==> src/rtl/mux_nto1_stream.sv <==
// mux_nto1_stream
//   N-to-1, WIDTH-bit stream multiplexer with a valid/ready handshake on every
//   input channel and a one-deep registered output stage. The selected word
//   crosses a register boundary without loss or duplication under backpressure.
//
//   Build option: define MUX_RR_ARB_EN to replace the external select with
//   round-robin arbitration among valid channels. Without the macro the
//   channel is chosen by sel and no round-robin pointer is built.
//
// Ports
//   clk        in   1        clock, rising edge
//   rst        in   1        asynchronous, active-high reset
//   sel        in   SEL_W    channel select (ignored in round-robin build)
//   in_valid   in   N        per-channel valid
//   in_ready   out  N        per-channel ready, combinational
//   in_data    in   N*WIDTH  channel i at bits [i*WIDTH +: WIDTH]
//   out_valid  out  1        output register holds a word
//   out_ready  in   1        downstream accepts the word
//   out_data   out  WIDTH    registered data
//   out_sel    out  SEL_W    channel that produced out_data

module mux_nto1_stream #(
    parameter int N     = 4,
    parameter int WIDTH = 8,
    localparam int SEL_W = ($clog2(N) < 1) ? 1 : $clog2(N)
) (
    input  logic                 clk,
    input  logic                 rst,
    input  logic [SEL_W-1:0]     sel,
    input  logic [N-1:0]         in_valid,
    output logic [N-1:0]         in_ready,
    input  logic [N*WIDTH-1:0]   in_data,
    output logic                 out_valid,
    input  logic                 out_ready,
    output logic [WIDTH-1:0]     out_data,
    output logic [SEL_W-1:0]     out_sel
);

    logic             load;
    logic             grant_valid;
    logic [SEL_W-1:0] grant_idx;
    logic [N-1:0]     grant_oh;
    logic [WIDTH-1:0] grant_data;
    logic             xfer;

    // Output register can accept a word when empty or when its word leaves now.
    assign load = !out_valid || out_ready;

`ifdef MUX_RR_ARB_EN
    logic [SEL_W-1:0] rr_ptr;
    logic             unused_sel;
    int               rr_idx;

    assign unused_sel = ^sel;

    // Search rr_ptr, rr_ptr+1, ... modulo N. Iterating from the far end lets
    // the closest valid channel overwrite any later candidate.
    always_comb begin
        grant_valid = 1'b0;
        grant_idx   = '0;
        rr_idx      = 0;
        for (int k = N - 1; k >= 0; k--) begin
            rr_idx = (int'(rr_ptr) + k) % N;
            if (in_valid[rr_idx]) begin
                grant_valid = 1'b1;
                grant_idx   = SEL_W'(rr_idx);
            end
        end
    end

    always_ff @(posedge clk or posedge rst) begin
        if (rst) begin
            rr_ptr <= '0;
        end else if (xfer) begin
            rr_ptr <= SEL_W'((int'(grant_idx) + 1) % N);
        end
    end
`else
    // An out-of-range select grants nobody.
    always_comb begin
        grant_valid = (int'(sel) < N);
        grant_idx   = sel;
    end
`endif

    // One-hot grant and data select; built as loops so an out-of-range index
    // never addresses a nonexistent channel.
    always_comb begin
        grant_oh   = '0;
        grant_data = '0;
        for (int i = 0; i < N; i++) begin
            if (grant_valid && (grant_idx == SEL_W'(i))) begin
                grant_oh[i] = 1'b1;
                grant_data  = in_data[i*WIDTH +: WIDTH];
            end
        end
    end

    assign in_ready = (!rst && load) ? grant_oh : '0;
    assign xfer     = |(in_valid & in_ready);

    always_ff @(posedge clk or posedge rst) begin
        if (rst) begin
            out_valid <= 1'b0;
            out_data  <= '0;
            out_sel   <= '0;
        end else if (xfer) begin
            out_valid <= 1'b1;
            out_data  <= grant_data;
            out_sel   <= grant_idx;
        end else if (out_ready) begin
            out_valid <= 1'b0;
        end
    end

endmodule

==> config.mk <==
export PLATFORM = sky130hd
export DESIGN_NAME = mux_nto1_stream
export DESIGN_NICKNAME = d
export VERILOG_FILES = /design/src/rtl/mux_nto1_stream.sv
export SDC_FILE = /design/constraint.sdc
export NUM_CORES = 1
export LEC_CHECK = 0
export BUFFER_PORTS_ARGS = -buffer_cell sky130_fd_sc_hd__buf_2
export CAP_MARGIN = 30
export CORE_UTILIZATION = 31
export CTS_BUF_LIST = sky130_fd_sc_hd__clkbuf_16
export CTS_CLUSTER_SIZE = 20
export DETAILED_ROUTE_END_ITERATION = 16
export GPL_TIMING_DRIVEN = 0
export PLACE_DENSITY = 0.75
export SLEW_MARGIN = 20
export SYNTH_ARGS = -nofsm -noshare
export SYNTH_HDL_FRONTEND = slang
export SYNTH_SLANG_ARGS = --single-unit
==> constraint.sdc <==
create_clock -name clk -period 1.8 [get_ports clk]
set_input_delay 0.36 -clock clk [delete_from_list [all_inputs] [get_ports clk]]
set_output_delay 0.36 -clock clk [all_outputs]
set_load 0.01 [all_outputs]
=== Word-level counts from Yosys, hierarchy flattened ===
Cells that the tools add are included.

* Bits in registers: 11
* Word-level logic and storage cells: 25
* Output and inout port bits: 15

* Bitwise gates (word level): 1
* Reduce and logical (&&, ||, !) cells: 7
* Muxes and demuxes: 11
* Equality and inequality tests: 3

{| class="wikitable"
|+ Operators by type and width
! kind !! number
|-
| $mux 8 || 4
|-
| $mux 1 || 6
|-
| $and 4x4->4 || 1
|-
| $eq 2x2->1 const B || 2
|-
| $mux 4 || 1
|-
| $reduce_or 4->1 || 1
|-
| $eq 2x1->1 const B || 1
|-
| $logic_not 1->1 || 2
|-
| $logic_not 2->1 || 1
|-
| $reduce_bool 2->1 || 1
|-
| $logic_and 1x1->1 || 1
|-
| $logic_or 1x1->1 || 1
|}

=== Depth between registers and ports, before layout ===
Gate-level depths: netlist (run 1).

* Depth after elaboration: 7
* Depth in mapped cells: 5

=== Least setup slack after synthesis (run 1) ===
Ideal clock, no wire load.

* Kind: input to register
* Start point: input sel[0]
* End point: register out_data[0]
* Library setup time: 125 ps
* Slack: 219 ps
* Buffers on the path: 1
* Cell stages on the path: 4
* Arrival time: 1456 ps
* Path through: buf_6 -> mux4_2 -> nand3_4 -> mux2_2

* Longest elaborated chain between the ends: 5
* Elaborated cells on any way between the ends: 15
* Classes of those cells: 3 x eq/ne; 9 x mux; 1 x bitwise; 2 x reduce/logical

{| class="wikitable"
|+ RTL lines
! element !! line !! source
|-
| start: declaration || 29 || <nowiki>input logic [SEL_W-1:0] sel,</nowiki>
|-
| $eq 2x1->1, or another cell as far along || 92 || <nowiki>if (grant_valid && (grant_idx == SEL_W'(i))) begin</nowiki>
|-
| $mux 1 / $mux 8 (equally long branches) || 92 ||
|-
| $mux 4 / $mux 8 (equally long branches) || 99, 92 ||
|-
| $and 4x4->4 / $mux 8 (equally long branches) || 100, 92 ||
|-
| $reduce_or 4->1 / $mux 8 (equally long branches) || 100, 92 ||
|-
| end signal: assignment || 109 || <nowiki>out_data <= grant_data;</nowiki>
|-
| end: declaration || 35 || <nowiki>output logic [WIDTH-1:0] out_data,</nowiki>
|}

Several ways; a longest one is shown, not always the timed one.
A chain may end at the register's enable or synchronous reset.

=== Worst setup path in the final report (run 1) ===
* Start point: register out_valid
* End point: output in_ready[1]

* Longest elaborated chain between the ends: 4

{| class="wikitable"
|+ RTL lines
! element !! line !! source
|-
| start: declaration || 33 || <nowiki>output logic out_valid,</nowiki>
|-
| start signal: assignment || 104 || <nowiki>out_valid <= 1'b0;</nowiki>
|-
| start signal: assignment || 108 || <nowiki>out_valid <= 1'b1;</nowiki>
|-
| start signal: assignment || 112 || <nowiki>out_valid <= 1'b0;</nowiki>
|-
| $logic_not 1->1 || 47 || <nowiki>assign load = !out_valid || out_ready;</nowiki>
|-
| $logic_or 1x1->1 || 47 ||
|-
| $logic_and 1x1->1 || 99 || <nowiki>assign in_ready = (!rst && load) ? grant_oh : '0;</nowiki>
|-
| $mux 4 || 99 ||
|-
| end: declaration || 31 || <nowiki>output logic [N-1:0] in_ready,</nowiki>
|}

Every way passes these cells.

==> flow_summary.ini, run 1 <==
[outcome]
status = complete, no violations

[route]
firstDrtPassIters = 3
wl_per_cell_um = 14.4
routed-via-count = 716
first_iter_violations = 5
drcViolationCount = 0
drtAntennaViolNets = 0
viasPerCell = 5.15
routed_wl_um = 2010

[critical_path]
path_buf_inv = 1
path_class = flop to output pin
r2r_cells = 3
critPathLaunchType = flop
r2r-end = out_data[1]
ff2ff_setup_slack_ps = 570
crit_arrival_ps = 1310
crit_chain = nand2b_1, nand2_1, nor3_1, buf_2
required_ps = 1440
r2r-start = out_valid
crit_cells = 4
crit_family = simple AND/OR/NAND/NOR gates
crit_fanout = 5
critPathMaxStageDelay_ps = 390
cpMaxStageDelayCell = dfrtp_1
endpoint_kind = output pin

[die]
dieArea_um2 = 2700
start_util = 0.340
pin_count = 56
dieHeight_um = 52.0
placementRows = 17
die_w_um = 52.0
core_um2 = 2280

[place]
placed_cell_area_um2 = 1080
io_buffers = 54
place_hpwl_um = 1690
gp_congestion = 0.715
dp.cells = 135

[synth]
yosys.area_share.adder = 0
synth-xor-area-share = 0
synth_top_family_by_area = multiplexers
yosys_register_bits = 11
syn-cell-area_um2 = 774
ys_seq_area_frac = 0.355
yosysWarnings = 0
synth_cell_types = 16
synth-simple-area-share = 0.0743
postSynthCellCount = 53
syn_nets = 94
synth_compound_area_frac = 0.0485
synth.mux.area_fraction = 0.472
syn-mean-instance-area_um2 = 14.6

[sta]
finalSetupTns_ps = 0
clock_skew_ps = 5.19
final_hold_viol_count = 0
relSlewSlack = 0.774
tightestPinTransition_ps = 339
maxSlewViolCount = 0
rsz0062_at_grt = false
finalSetupViolCount = 0
clock.fmax_ghz = 0.597
fin_crit_ps = 1670
period_share = 0.930

[power]
p_per_area_nw_per_um2 = 893
ir_worst_vdd_uv = 596
p_leak_nw = 0.585

[clock_tree]
post_cts_buffers = 0
insertion_delay_ps = 240
cts_hold_buf = 0
cts_buffers = 3
cts_buffer_depth = 2
path_clk_slew_ps = 40
htreeDepth = 1
clockRootBuffer = clkbuf_16
tritoncts = done
cts_resized = 1
cts_sinks = 11

[layout]
nNetsFinal = 153
multi_input_comb_area_um2 = 460
design_area_um2 = 1160
seqCellArea_um2 = 275
num_antenna_cells = 0
stdcell_count = 139
area_delta_synth_final_pct = 50.2
final_core_util = 0.511
drive_gt1_frac = 0.667
fillCellCount = 209

[global_routing]
use_met1 = 0.164
gr-total-overflow = 0
antenna_found_initial = 0
track_usage = 0.152
grt_use_met3 = 0.0263
grt_pass1_vias = 690
busiest_layer = met2
use_met2 = 0.276
grt_max_degree = 16
grt_pass1_wl_um = 2880

[run]
drv_cap = 0

[worst_hold_path]
hp-class = primary input to asynchronous set/reset pin
## layout by cell type (no fill, tap or decap), types with 2 or more instances in the layout
cell,n
mux2i_1,2
mux2_2,10
dfrtp_1,11
inv_1,2
o21ai_0,2
clkbuf_16,3
a31oi_1,2
mux4_1,8
nor3_1,4
o31ai_1,2
buf_6,2
nand2_1,2
buf_2,55
## cell families (layout without fill, tap and decap cells)
group | Yosys count | after routing
flip-flops | 11 | 11
multiplexers | 21 | 21
AND/OR/NAND/NOR | 9 | 9
AO/OA/AOI/OAI | 6 | 6
buffers and inverters | 6 | 64
## per-layer routing
layer,up-vias,wire (µm),share of wire
met5,-,0,0
met4,0,14,0.0070
met3,2,155,0.077
met2,35,1040,0.52
met1,343,796,0.40
li1,336,-,-
## cells in the mapped netlist, drive strengths merged
cell type	count	area share
a31oi	2	0.016
buf	3	0.036
dfrtp	11	0.36
inv	3	0.015
mux2	10	0.15
mux2i	2	0.026
mux4	9	0.30
nand2	2	0.0097
nand2b	1	0.0081
nand3	1	0.023
nor2b	1	0.0081
nor3	4	0.026
o21ai	2	0.013
o31ai	2	0.019
## worst max-delay path by stage
stage              start          end  slack (ps)
3_3_place_gp         rst  in_ready[2]          20
5_1_grt        out_valid  in_ready[0]          50
3_5_place_dp         rst  in_ready[1]         -30
6_report       out_valid  in_ready[1]         130
2_1_floorplan     sel[0]  out_data[0]         220
4_1_cts        out_valid  in_ready[1]         120
## final cells by class
cell class | count | share of cell area
timing repair buffer | 54 | 0.232
buffer | 3 | 0.0237
clock buffer | 3 | 0.0645
tap | 28 | 0.0301
clock inverter | 1 | 0.00430
multi-input combinational | 36 | 0.396
sequential | 11 | 0.237
inverter | 3 | 0.0129
## per-stage QoR
stage                     setup slack, ps  hold slack [ps]  power [mW]
after floorplan                       219              266       0.512
after global placement               24.7              449       0.632
after detailed placement            -33.1              458       0.646
after CTS                             118              110        1.06
after global routing                 52.5              139        1.09
final                                 125              116        1.04
## power breakdown
part | switching [mW] | internal (mW) | total [mW] | leakage, nW
clock network | 0.105 | 0.294 | 0.399 | 0.0409
registers | 0.0298 | 0.310 | 0.340 | 0.127
logic | 0.133 | 0.167 | 0.300 | 0.417
## state kept, by name, indices dropped and copies added (netlist names)
signal,cells
out_sel,2
out_valid,1
out_data,8
Power figures use the tool's default switching activity.
==> inputs of run 2 (changes only) <==
- MAX_ROUTING_LAYER: default -> met4
==> run 2 against run 1 <==
First-iteration DRC count up 40%. Sequential power about the same. Sequential share of layout area unchanged. Register-to-register slack about the same. Worst hold slack about the same. Fmax about the same. Global-route usage up 0.40 points. Cell count unchanged. Core utilization unchanged. Largest cell class unchanged. Highest routed layer unchanged.
==> flow_summary.ini, run 2 (same netlist as run 1, synthesis figures left out) <==
[clock_tree]
cts_buffer_depth = 2
cts_sinks = 11
htreeDepth = 1
tritoncts = done
insertion_delay_ps = 240
post_cts_buffers = 0
cts_buffers = 3
clockRootBuffer = clkbuf_16
path_clk_slew_ps = 40

[global_routing]
track_usage = 0.156
gr-total-overflow = 0
grt_pass1_vias = 692
grt_pass1_wl_um = 2880
grt_max_degree = 16
antenna_found_initial = 0

[die]
placementRows = 17
pin_count = 56
dieHeight_um = 52.0
start_util = 0.340
core_um2 = 2280
die_w_um = 52.0
dieArea_um2 = 2700

[route]
routed-via-count = 715
drcViolationCount = 0
routed_wl_um = 2000
firstDrtPassIters = 2
first_iter_violations = 7
wl_per_cell_um = 14.4
drtAntennaViolNets = 0
viasPerCell = 5.14

[layout]
nNetsFinal = 153
largest_reg_flops = 8
multi_input_comb_area_um2 = 460
num_antenna_cells = 0
layout_commonest_cell = buf_2
largestRegisters = out_data: 8 flops, out_sel: 2 flops, out_valid: 1 flops
area_delta_synth_final_pct = 50.2
final_cell_mix = buf_2 (55), dfrtp_1 (11), mux2_2 (10), mux4_1 (8), nor3_1 (4)
top_register = out_data
seqCellArea_um2 = 275
drive_gt1_frac = 0.667
design_area_um2 = 1160
fillCellCount = 209

[sta]
maxSlewViolCount = 0
finalSetupViolCount = 0
relSlewSlack = 0.774
clock.fmax_ghz = 0.597
final_hold_viol_count = 0
layout_setup_ws_ps = 125
fin_crit_ps = 1670
finalSetupTns_ps = 0
rsz0062_at_grt = false
tightestPinTransition_ps = 339
period_share = 0.930
clock_skew_ps = 5.19

[worst_hold_path]
hp-class = primary input to asynchronous set/reset pin

[critical_path]
critPathLaunchType = flop
required_ps = 1440
crit_fanout = 5
path_class = flop to output pin
endpoint_kind = output pin
crit_arrival_ps = 1310

[place]
io_buffers = 54
dp_slack_ps = -33.1
placed_cell_area_um2 = 1080
place_hpwl_um = 1690
gp_congestion = 0.724

[outcome]
status = complete, no violations

[power]
ir_worst_vdd_uv = 596
p_leak_nw = 0.585
power_mw = 1.04
p_per_area_nw_per_um2 = 893

[run]
drv_cap = 0
-- run 2: cell counts in the layout (fill, tap and decap cells not counted) --
Identical to the previous run, type by type.
-- run 2: critical path, cell delays in order (launching register included) --
cell,delay [ps]
dfrtp_1,390
nand2b_1,210
nand2_1,140
nor3_1,170
buf_2,160
-- run 2: final cells by class --
class                      count  share of cell area
inverter                       3              0.0129
tap                           28              0.0301
sequential                    11               0.237
timing repair buffer          54               0.232
multi-input combinational     36               0.396
clock buffer                   3              0.0645
clock inverter                 1             0.00430
buffer                         3              0.0237
-- run 2: layer usage --
| metal | vias up | part of all wire | global-route usage |
|---|---|---|---|
| li1 | 336 | - | - |
| met1 | 342 | 0.39 | 0.162 |
| met2 | 35 | 0.52 | 0.278 |
| met3 | 2 | 0.080 | 0.0263 |
| met4 | 0 | 0.0070 | 0.0811 |
| met5 | - | 0 | - |
-- run 2: what timing repair did --
item | 4_1_cts | 5_1_grt
resized for setup | 1 | 0
hold buffers | 0 | 0
setup endpoints to repair | 4 | 0
-- run 2: stage by stage --
stage                     instances  utilization  hold WS, ps
after detailed placement        135        0.474          458
final                           139        0.511          116
after global routing            139        0.511          139
after CTS                       139        0.511          110
after global placement          135        0.474          449
after floorplan                  53            -          266
-- run 2: power by group --
group | internal [mW] | leakage (nW) | switching, mW
Sequential | 0.310 | 0.127 | 0.0298
Clock | 0.294 | 0.0409 | 0.105
Combinational | 0.167 | 0.417 | 0.133
-- run 2: path summary, 6_finish.rpt --
check,slack (ps),endpoint,depth (start not counted),start
max in group asynchronous,1460,out_data[6],2,rst
hold reg to reg,500,out_data[3],1,out_data[3]
setup / recovery,130,in_ready[1],4,out_valid
hold / removal,120,out_sel[0],2,rst
min in group clk,440,out_sel[1],3,rst
setup reg to reg,570,out_data[1],3,out_valid
